**config.mk**
```make
export PLATFORM = sky130hd
export DESIGN_NAME = inst_axi_bridge
export DESIGN_NICKNAME = d
export VERILOG_FILES = /design/src/rtl/inst_axi_bridge.sv
export SDC_FILE = /design/constraint.sdc
export NUM_CORES = 1
export LEC_CHECK = 0
export ABC_AREA = 1
export BUFFER_PORTS_ARGS = -buffer_cell sky130_fd_sc_hd__buf_2
export CORE_AREA = 2 2 82 84
export CTS_BUF_LIST = sky130_fd_sc_hd__clkbuf_4
export DETAILED_ROUTE_END_ITERATION = 10
export DIE_AREA = 0 0 84 86
export GPL_TIMING_DRIVEN = 0
export PLACE_DENSITY_LB_ADDON = 0.25
export RECOVER_POWER = 25
export SYNTH_ARGS = -nofsm -noshare
export SYNTH_HDL_FRONTEND = slang
export SYNTH_SLANG_ARGS = --single-unit
```
**constraint.sdc**
```tcl
create_clock -name clk -period 5.19 [get_ports clk]
set_clock_uncertainty 0.05 [all_clocks]
set_input_delay 0.2595 -clock clk [delete_from_list [all_inputs] [get_ports clk]]
set_output_delay 0.2595 -clock clk [all_outputs]
set_load 0.02 [all_outputs]
```
**src/rtl/inst_axi_bridge.sv**
```systemverilog
// Instruction-side bridge: SRAM-like fetch port to a single-beat, read-only AXI4 master.
// Responses return in order; up to MAX_OUTST reads may be accepted and not yet returned.
module inst_axi_bridge #(
    parameter int unsigned MAX_OUTST = 2,
    parameter logic [3:0]  ARID_VAL  = 4'd0
) (
    input  logic        clk,
    input  logic        reset,
    input  logic        inst_sram_req,
    input  logic        inst_sram_wr,
    input  logic [1:0]  inst_sram_size,
    input  logic [3:0]  inst_sram_wstrb,
    input  logic [31:0] inst_sram_addr,
    input  logic [31:0] inst_sram_wdata,
    output logic        inst_sram_addr_ok,
    output logic        inst_sram_data_ok,
    output logic [31:0] inst_sram_rdata,
    output logic [3:0]  arid,
    output logic [31:0] araddr,
    output logic [7:0]  arlen,
    output logic [2:0]  arsize,
    output logic [1:0]  arburst,
    output logic [1:0]  arlock,
    output logic [3:0]  arcache,
    output logic [2:0]  arprot,
    output logic        arvalid,
    input  logic        arready,
    input  logic [3:0]  rid,
    input  logic [31:0] rdata,
    input  logic [1:0]  rresp,
    input  logic        rlast,
    input  logic        rvalid,
    output logic        rready
);

    typedef enum logic [0:0] {
        AR_IDLE = 1'b0,
        AR_SEND = 1'b1
    } ar_state_t;

    localparam logic [1:0] MAX_OUTST_C = MAX_OUTST[1:0];

    ar_state_t   ar_state_r;
    logic [1:0]  outst_r;
    logic [31:0] araddr_r;
    logic [2:0]  arsize_r;
    logic        addr_ok_s;
    logic        r_hs_s;
    logic        rready_s;
    logic        unused_inputs_s;

    assign rready_s = (outst_r != 2'd0);

    // Acceptance decode; a retiring response frees its slot in the same cycle
    always_comb begin
        r_hs_s = rvalid & rready_s;
        if (reset) begin
            addr_ok_s = 1'b0;
        end else if (ar_state_r != AR_IDLE) begin
            addr_ok_s = 1'b0;
        end else if ((outst_r < MAX_OUTST_C) || r_hs_s) begin
            addr_ok_s = inst_sram_req;
        end else begin
            addr_ok_s = 1'b0;
        end
    end

    // AR state machine and outstanding-read counter
    always_ff @(posedge clk) begin
        if (reset) begin
            ar_state_r <= AR_IDLE;
            outst_r    <= 2'd0;
        end else begin
            case (ar_state_r)
                AR_IDLE: begin
                    if (addr_ok_s) begin
                        ar_state_r <= AR_SEND;
                    end
                end
                AR_SEND: begin
                    if (arready) begin
                        ar_state_r <= AR_IDLE;
                    end
                end
                default: ar_state_r <= AR_IDLE;
            endcase

            case ({addr_ok_s, r_hs_s})
                2'b10:   outst_r <= outst_r + 2'd1;
                2'b01:   outst_r <= outst_r - 2'd1;
                default: outst_r <= outst_r;
            endcase
        end
    end

    // AR payload capture; word-aligned so misaligned fetches never reach the bus
    always_ff @(posedge clk) begin
        if (addr_ok_s) begin
            araddr_r <= {inst_sram_addr[31:2], 2'b00};
            arsize_r <= {1'b0, inst_sram_size};
        end
    end

    assign inst_sram_addr_ok = addr_ok_s;
    assign inst_sram_data_ok = r_hs_s;
    assign inst_sram_rdata   = rdata;

    assign arid    = ARID_VAL;
    assign araddr  = araddr_r;
    assign arlen   = 8'd0;
    assign arsize  = arsize_r;
    assign arburst = 2'b01;
    assign arlock  = 2'b00;
    assign arcache = 4'b0000;
    assign arprot  = 3'b000;
    assign arvalid = (ar_state_r == AR_SEND);
    assign rready  = rready_s;

    assign unused_inputs_s = ^{inst_sram_wr, inst_sram_wstrb, inst_sram_wdata, rid, rresp, rlast};

endmodule
```
# Yosys cells after proc, flatten, opt, wreduce, memory -nomap -nowiden

Cells that the tools add are included.

Shift-type cells: 0
Divide/modulo/power cells: 0
$mul: 0
$add $sub $neg: 2
Equality and inequality tests: 2
Reductions and logical operators: 3
Order comparisons: 1
Muxes and demuxes: 7
Bitwise gates (word level): 2

Operators with widths:

| operator                                           | count |
|---|---|
| two-way mux 1 bit                                  | 5 |
| case mux 2 bit (2 select lines)                    | 1 |
| nonzero test 2 bit                                 | 2 |
| adder 2 x 1 -> 2 bit (second input constant)       | 1 |
| == test 2 x 1 -> 1 bit (second input constant)     | 1 |
| == test 2 bit (second input constant)              | 1 |
| less-than comparator 2 bit (second input constant) | 1 |
| case mux 1 bit (2 select lines)                    | 1 |
| subtractor 2 x 1 -> 2 bit (second input constant)  | 1 |
| AND 1 bit                                          | 1 |
| logical OR 1 bit                                   | 1 |
| inverter 1 bit                                     | 1 |

RAM bits: 0
Logic and storage cells: 21
Bits in registers: 35
Output and inout port bits: 94
ROM bits: 0
Bits in latches: 0
Memories kept: 0

# Logic depth before layout (Yosys ltp)

Gate-level depths: netlist of run 1.

Depth after elaboration: 8
Gate-level depth with buffers: 11
Mapped depth without buffers: 11

# Worst setup path before layout of run 1

Ideal clock, no wire load.

Path kind: register -> register
Start: register ar_state_r (netlist: arvalid)
End: register outst_r[1]
Clock period less this slack: 3,084 ps
Arrival time: 2,970 ps
Stages on the path, launching flop included: 11
Slack: 2,106 ps
Data required time: 5,076 ps
Path through: dfxtp_1 > inv_1 > nand3_1 > nor2_1 > inv_1 > ha_1 > inv_1 > nand2_1 > nor2_1 > nor2_1 > nor2_1

Word-level cells in the longest chain between the ends: 4
Elaborated cells between the ends (all ways): 6
Those cells by class: eq/ne: 2; mux: 3; reduce/logical: 1

RTL lines:

| what                                                                  | line | RTL |
|---|---|---|
| start: declaration                                                    | 43   | `ar_state_t ar_state_r;` |
| start signal: assignment                                              | 71   | `ar_state_r <= AR_IDLE;` |
| start signal: assignment                                              | 77   | `ar_state_r <= AR_SEND;` |
| start signal: assignment                                              | 82   | `ar_state_r <= AR_IDLE;` |
| two-way mux 1 bit (*)                                                 | 59   | `end else if (ar_state_r != AR_IDLE) begin` |
| two-way mux 1 bit (*)                                                 | 57   | `if (reset) begin` |
| named net inst_sram_addr_ok                                           | 15   | `output logic inst_sram_addr_ok,` |
| == test 2 x 1 -> 1 bit or == test 2 bit (tied branches)               | 88   | `case ({addr_ok_s, r_hs_s})` |
| case mux 2 bit (2 select lines) or nonzero test 2 bit (tied branches) | -    |  |
| end signal: assignment                                                | 89   | `2'b10: outst_r <= outst_r + 2'd1;` |
| end signal: assignment                                                | 90   | `2'b01: outst_r <= outst_r - 2'd1;` |
| end signal: assignment                                                | 91   | `default: outst_r <= outst_r;` |
| end: declaration                                                      | 44   | `logic [1:0] outst_r;` |

The timed path passes the listed nets; every way through them passes the cells marked *.
A chain may end at the register's enable or synchronous reset.

# Worst setup path in the final report of run 1

Start: register outst_r[1]
End: output port inst_sram_addr_ok

Word-level cells in the longest chain between the ends: 6
Elaborated cells between the ends (all ways): 7
Those cells by class: order compare: 1; mux: 3; bitwise: 1; reduce/logical: 2

RTL lines:

| what                  | line | RTL |
|---|---|---|
| nonzero test 2 bit    | 52   | `assign rready_s = (outst_r != 2'd0);` |
| AND 1 bit             | 56   | `r_hs_s = rvalid & rready_s;` |
| logical OR 1 bit (*)  | 61   | `end else if ((outst_r < MAX_OUTST_C) \|\| r_hs_s) begin` |
| two-way mux 1 bit (*) | 61   |  |
| two-way mux 1 bit (*) | 59   |  |
| two-way mux 1 bit (*) | 57   |  |
| end: declaration      | 15   |  |

Every way passes the cells marked *; elsewhere a longest branch is shown, timed or not.

==> results of run 1 <==
power breakdown:
group	switching, W	total [W]	internal [W]
Clock	0.0000781	0.000126	0.0000479
Sequential	0.00000451	0.000331	0.000326
Combinational	0.0000909	0.000154	0.0000636
final cells by class:
type                            count  area [um^2]
Fill cell                         625         3930
Sequential cell                    35         1020
Timing Repair Buffer              104          519
Buffer                             58          435
Multi-Input combinational cell     45          196
Tap cell                           77         96.3
Clock buffer                        5         37.5
Inverter                            8         30.0
Clock inverter                      2         8.76
synthesized netlist by cell type:
| master | count | area [um^2] |
|---|---|---|
| o21ai_0 | 1 | 5.00 |
| ha_1 | 1 | 12.5 |
| nand2_1 | 6 | 22.5 |
| dfxtp_1 | 3 | 60.1 |
| nor2_1 | 5 | 18.8 |
| a21oi_1 | 3 | 15.0 |
| conb_1 | 2 | 7.51 |
| inv_2 | 1 | 3.75 |
| inv_1 | 7 | 26.3 |
| edfxtp_1 | 32 | 961 |
| buf_4 | 58 | 435 |
| nand3_1 | 1 | 5.00 |
| or2_0 | 1 | 6.26 |
| nand4_1 | 1 | 6.26 |
cells by family after synthesis:
logic type	share of synthesized area
flops	0.644
simple gates	0.0371
buf+inv	0.294
other cells	0.00474
compound gates	0.0126
fa+ha+maj	0.00789
registers in the layout, summed over array words and instances (netlist names):
register and cells:
araddr 30, outst_r 2, arvalid 1, arsize 2
worst max-delay path, cell delays in order (launching register included):
cell,delay [ps]
dfxtp_1,340
nand2_1,70
nand3_1,120
nor2_4,720
buf_2,300
through the flow:
stage          power (W)  setup WS [ps]  area [um^2]
6_report        0.000611           3000         2340
3_3_place_gp    0.000492           1620         2290
4_1_cts         0.000626           2910         2350
2_1_floorplan   0.000448           2110         1680
3_5_place_dp    0.000493           2910         2300
5_1_grt         0.000645           2810         2340
per-layer routing:
layer	up-vias	wire length, um
met4	0	65
li1	583	-
met3	6	472
met5	-	0
met1	444	1070
met2	112	1450
worst paths after layout:
check                                          to               from  cells past startpoint  slack [ps]
worst max-delay path            inst_sram_addr_ok         outst_r[1]                      4        3000
worst min-delay path                    araddr[3]  inst_sram_addr[3]                      1          60
worst max register to register         outst_r[1]         outst_r[1]                     10        3050
worst min register to register         outst_r[0]         outst_r[0]                      2         470
==> impl_metrics.env, run 1 <==
export IMPL_status="finished clean"
export IMPL_grt_pass1_vias=980
export IMPL_first_pass_iters=3
export IMPL_cts_setup_buffers=0
export IMPL_final_cells=334
export IMPL_maxCapViolCount=0
export IMPL_use_met2=0.132
export IMPL_synth_area_per_cell_um2=13.0
export IMPL_nNetsFinal=373
export IMPL_grtUsageMet3=0.0327
export IMPL_syn_instance_count=122
export IMPL_vias=1145
export IMPL_critPathKind="flip-flop to primary output"
export IMPL_period_share=0.423
export IMPL_cts_root_buf="clkbuf_4"
export IMPL_routed_wl_um=3050
export IMPL_grt_max_degree=35
export IMPL_grtUsageTotal=0.0769
export IMPL_final_cell_mix="buf_2 (103), buf_4 (58), edfxtp_1 (32)"
export IMPL_drt_iter0_drc=16
export IMPL_synth_cell_type_count=14
export IMPL_post_cts_resized=0
export IMPL_ys_warn_count=0
export IMPL_place_congestion=0.719
export IMPL_ys_ff_latch=35
export IMPL_setup_tns_final_ps=0
export IMPL_core_um2=6280
export IMPL_rows=29
export IMPL_setup_viol=0
export IMPL_p_per_area_nw_per_um2=261
export IMPL_cts_buffers=5
export IMPL_synth_seq_area_share=0.644
export IMPL_die_width_um=84
export IMPL_gr_max_usage_layer="met2"
export IMPL_netlist_area_um2=1590
export IMPL_drtAntennaViolNets=0
export IMPL_antenna_found_initial=0
export IMPL_post_route_util=0.374
export IMPL_min_period_ps=2190
export IMPL_worstMarginPinSlew_ps=915
export IMPL_final_common_cell="buf_2"
export IMPL_area_growth_pct=47.9
export IMPL_portBuffers=104
export IMPL_slew_viol_final=0
export IMPL_placed_cells=327
export IMPL_clk_pin_slew_worst_paths_ps=90
export IMPL_wl_per_cell_um=9.14
export IMPL_cts_path_max_buffers=2
export IMPL_fmax_mhz=456
export IMPL_cts_htree_levels=2
export IMPL_rsz0062_at_grt="false"
export IMPL_hold_slack_ps=60.6
export IMPL_dp_hpwl_um=2580
export IMPL_antenna_cells=0
export IMPL_cp_arrival_ps=1890
export IMPL_cts_hold_buf=0
export IMPL_grt_met1_usage=0.0794
export IMPL_overflow=0
export IMPL_die_area_um2=7220
export IMPL_hold_path_class="primary input to flip-flop"
export IMPL_die_h_um=86
export IMPL_cts_sinks=35
export IMPL_drive_above_1_share=0.658
export IMPL_finalHoldViolCount=0
export IMPL_startpoint_type="flip-flop"
export IMPL_required_ps=4880
export IMPL_crit_path_max_fanout=34
export IMPL_viasPerCell=3.43
export IMPL_slew_headroom=0.388
export IMPL_drc=0
export IMPL_crit_path_end_kind="primary output"
export IMPL_grt_pass1_wl_um=4220
export IMPL_vdd_drop_max_mv=0.144
export IMPL_clk_latency_ps=320
export IMPL_io_pins=209
export IMPL_tritoncts="done"
export IMPL_leakagePower_nw=1.21
export IMPL_floorplan_initialDensity=0.253
Note: power is estimated with default switching activity, not from simulation.
==> inputs of run 2 (changes only) <==
--- a/config.mk
+++ b/config.mk
@@ -7,10 +7,10 @@
 export LEC_CHECK = 0
 export ABC_AREA = 1
 export BUFFER_PORTS_ARGS = -buffer_cell sky130_fd_sc_hd__buf_2
-export CORE_AREA = 2 2 82 84
+export CORE_AREA = 2 2 80 82
 export CTS_BUF_LIST = sky130_fd_sc_hd__clkbuf_4
 export DETAILED_ROUTE_END_ITERATION = 10
-export DIE_AREA = 0 0 84 86
+export DIE_AREA = 0 0 82 84
 export GPL_TIMING_DRIVEN = 0
 export PLACE_DENSITY_LB_ADDON = 0.25
 export RECOVER_POWER = 25
==> constraint.sdc (replaced) <==
create_clock -name clk -period 2.2 [get_ports clk]
set_clock_uncertainty 0.05 [all_clocks]
set_input_delay 0.11 -clock clk [delete_from_list [all_inputs] [get_ports clk]]
set_output_delay 0.11 -clock clk [all_outputs]
set_load 0.02 [all_outputs]
==> run 2 against run 1 <==
Power is 140% higher. Wire length increased by 16%. Final area is 14% higher. Count of clock-buffer cells in the layout unchanged. Global-route usage up 1.8 points. Combinational power rose to 2.7 times the previous value. Sequential power up 140%. Cell count rose by 11%. Critical endpoint is now araddr[31]. Largest cell class is now non-clock buffers. Highest routed layer unchanged.
==> impl_metrics.env, run 2 (synthesis results as in run 1) <==
export IMPL_fillCellCount=613
export IMPL_cts_sinks=35
export IMPL_drtAntennaViolNets=0
export IMPL_place_congestion=0.703
export IMPL_largest_register_ffs=30
export IMPL_crit_path_end_kind="flip-flop"
export IMPL_cts_root_buf="clkbuf_4"
export IMPL_cts_htree_levels=2
export IMPL_stdcell_area_um2=2670
export IMPL_overflow=0
export IMPL_slew_headroom=0.441
export IMPL_regToRegStartpoint="outst_r[1]"
export IMPL_switching_share=0.285
export IMPL_vias=1328
export IMPL_fmax_mhz=572
export IMPL_crit_start="outst_r[1]"
export IMPL_rsz0062_at_grt="false"
export IMPL_final_cell_mix="buf_2 (72), buf_4 (60), dlygate4sd3_1 (34)"
export IMPL_core_um2=6100
export IMPL_place_area_um2=2300
export IMPL_grt_pass1_vias=1163
export IMPL_wl_per_cell_um=9.52
export IMPL_antenna_cells=0
export IMPL_setup_tns_final_ps=0
export IMPL_grt_max_degree=18
export IMPL_floorplan_initialDensity=0.260
export IMPL_drt_iter0_drc=16
export IMPL_leakagePower_nw=1.28
export IMPL_required_ps=2100
export IMPL_p_int_w=0.00107
export IMPL_drc=0
export IMPL_final_cells=371
export IMPL_period_share=0.795
export IMPL_slew_viol_final=0
export IMPL_nNetsFinal=410
export IMPL_grt_pass1_wl_um=4950
export IMPL_cts_path_max_buffers=2
export IMPL_cp_arrival_ps=1650
export IMPL_viasPerCell=3.58
export IMPL_die_width_um=82
export IMPL_grtUsageTotal=0.0952
export IMPL_die_area_um2=6890
export IMPL_maxCapViolCount=0
export IMPL_timing_rr_end="araddr[31]"
export IMPL_post_cts_resized=0
export IMPL_p_switching_w=0.000425
export IMPL_p_seq_frac=0.523
export IMPL_r2r_slack_ps=450
export IMPL_io_pins=209
export IMPL_area_growth_pct=68.3
export IMPL_antenna_found_initial=0
export IMPL_startpoint_type="flip-flop"
export IMPL_worst_r2r_cell_count=3
export IMPL_worstMarginPinSlew_ps=837
export IMPL_crit_end="araddr[31]"
export IMPL_crit_path_max_fanout=17
export IMPL_portBuffers=104
export IMPL_first_pass_iters=3
export IMPL_rows=29
export IMPL_critPathKind="flip-flop to flip-flop"
export IMPL_min_period_ps=1750
export IMPL_routed_wl_um=3530
export IMPL_setup_viol=0
export IMPL_clk_pin_slew_worst_paths_ps=90
export IMPL_final_common_cell="buf_2"
export IMPL_clk_latency_ps=310
export IMPL_die_h_um=84
export IMPL_placed_cells=327
export IMPL_tritoncts="done"
export IMPL_p_comb_frac=0.275
export IMPL_finalPower_w=0.00149
export IMPL_vdd_drop_max_mv=0.275
export IMPL_pwr_share_clk=0.202
export IMPL_finalHoldViolCount=0
export IMPL_p_per_area_nw_per_um2=560
export IMPL_hold_path_class="primary input to flip-flop"
export IMPL_status="finished clean"
export IMPL_drive_above_1_share=0.480
export IMPL_cts_buffers=5
==> run 2: worst max-delay path, stage by stage (launching register included) <==
cell	delay (ps)
dfxtp_1	350
nand2_1	70
nand3_1	190
nor2_2	720
==> run 2: how the worst min path moves through the flow <==
stage                                  from          to  slack, ps  cells past startpoint
after floorplan                       reset     arvalid        130                      1
after global placement    inst_sram_addr[6]   araddr[6]        240                      1
after detailed placement  inst_sram_addr[2]   araddr[2]        240                      1
after CTS                            rvalid  outst_r[0]        280                      5
after global routing                 rvalid  outst_r[0]        330                      5
final                                rvalid  outst_r[0]        300                      5
==> run 2: routing by layer <==
layer  vias up  GRT usage  wire length, um
li1        661          -                -
met2       100      0.183             1910
met4         0     0.0455               51
met1       562     0.0884             1160
met3         5     0.0260              409
met5         -          0                0
==> run 2: area by class of cell <==
type,instances,area (um^2),area share
sequential,35,1020,0.383
timing repair buffer,140,836,0.313
buffer,58,435,0.163
multi-input combinational,46,203,0.0760
tap,77,96.3,0.0361
clock buffer,5,37.5,0.0141
inverter,8,30.0,0.0113
clock inverter,2,8.76,0.00328
==> run 2: stage by stage <==
step | util | hold WS, ps | setup WS (ps)
floorplan | - | 129 | 161
global placement | 0.377 | 237 | 17.7
detailed placement | 0.377 | 238 | -36.1
CTS | 0.442 | 285 | 139
global route | 0.438 | 332 | 294
finish | 0.438 | 303 | 451
==> run 2: what timing repair did <==
action	in CTS	in global routing
hold buffers	34	0
cloned	1	0
pin swaps	1	1
buffers inserted	0	2
endpoints found under the hold margin	33	0
setup endpoints to repair	1	1
==> run 2: power by group through the flow <==
stage | Combinational (W) | Clock [W] | Sequential [W]
final | 0.000411 | 0.000301 | 0.000781
after global routing | 0.000446 | 0.000348 | 0.000785
after global placement | 0.000363 | 0 | 0.000795
after detailed placement | 0.000366 | 0 | 0.000797
after CTS | 0.000419 | 0.000328 | 0.000781
after floorplan | 0.000221 | 0 | 0.000836
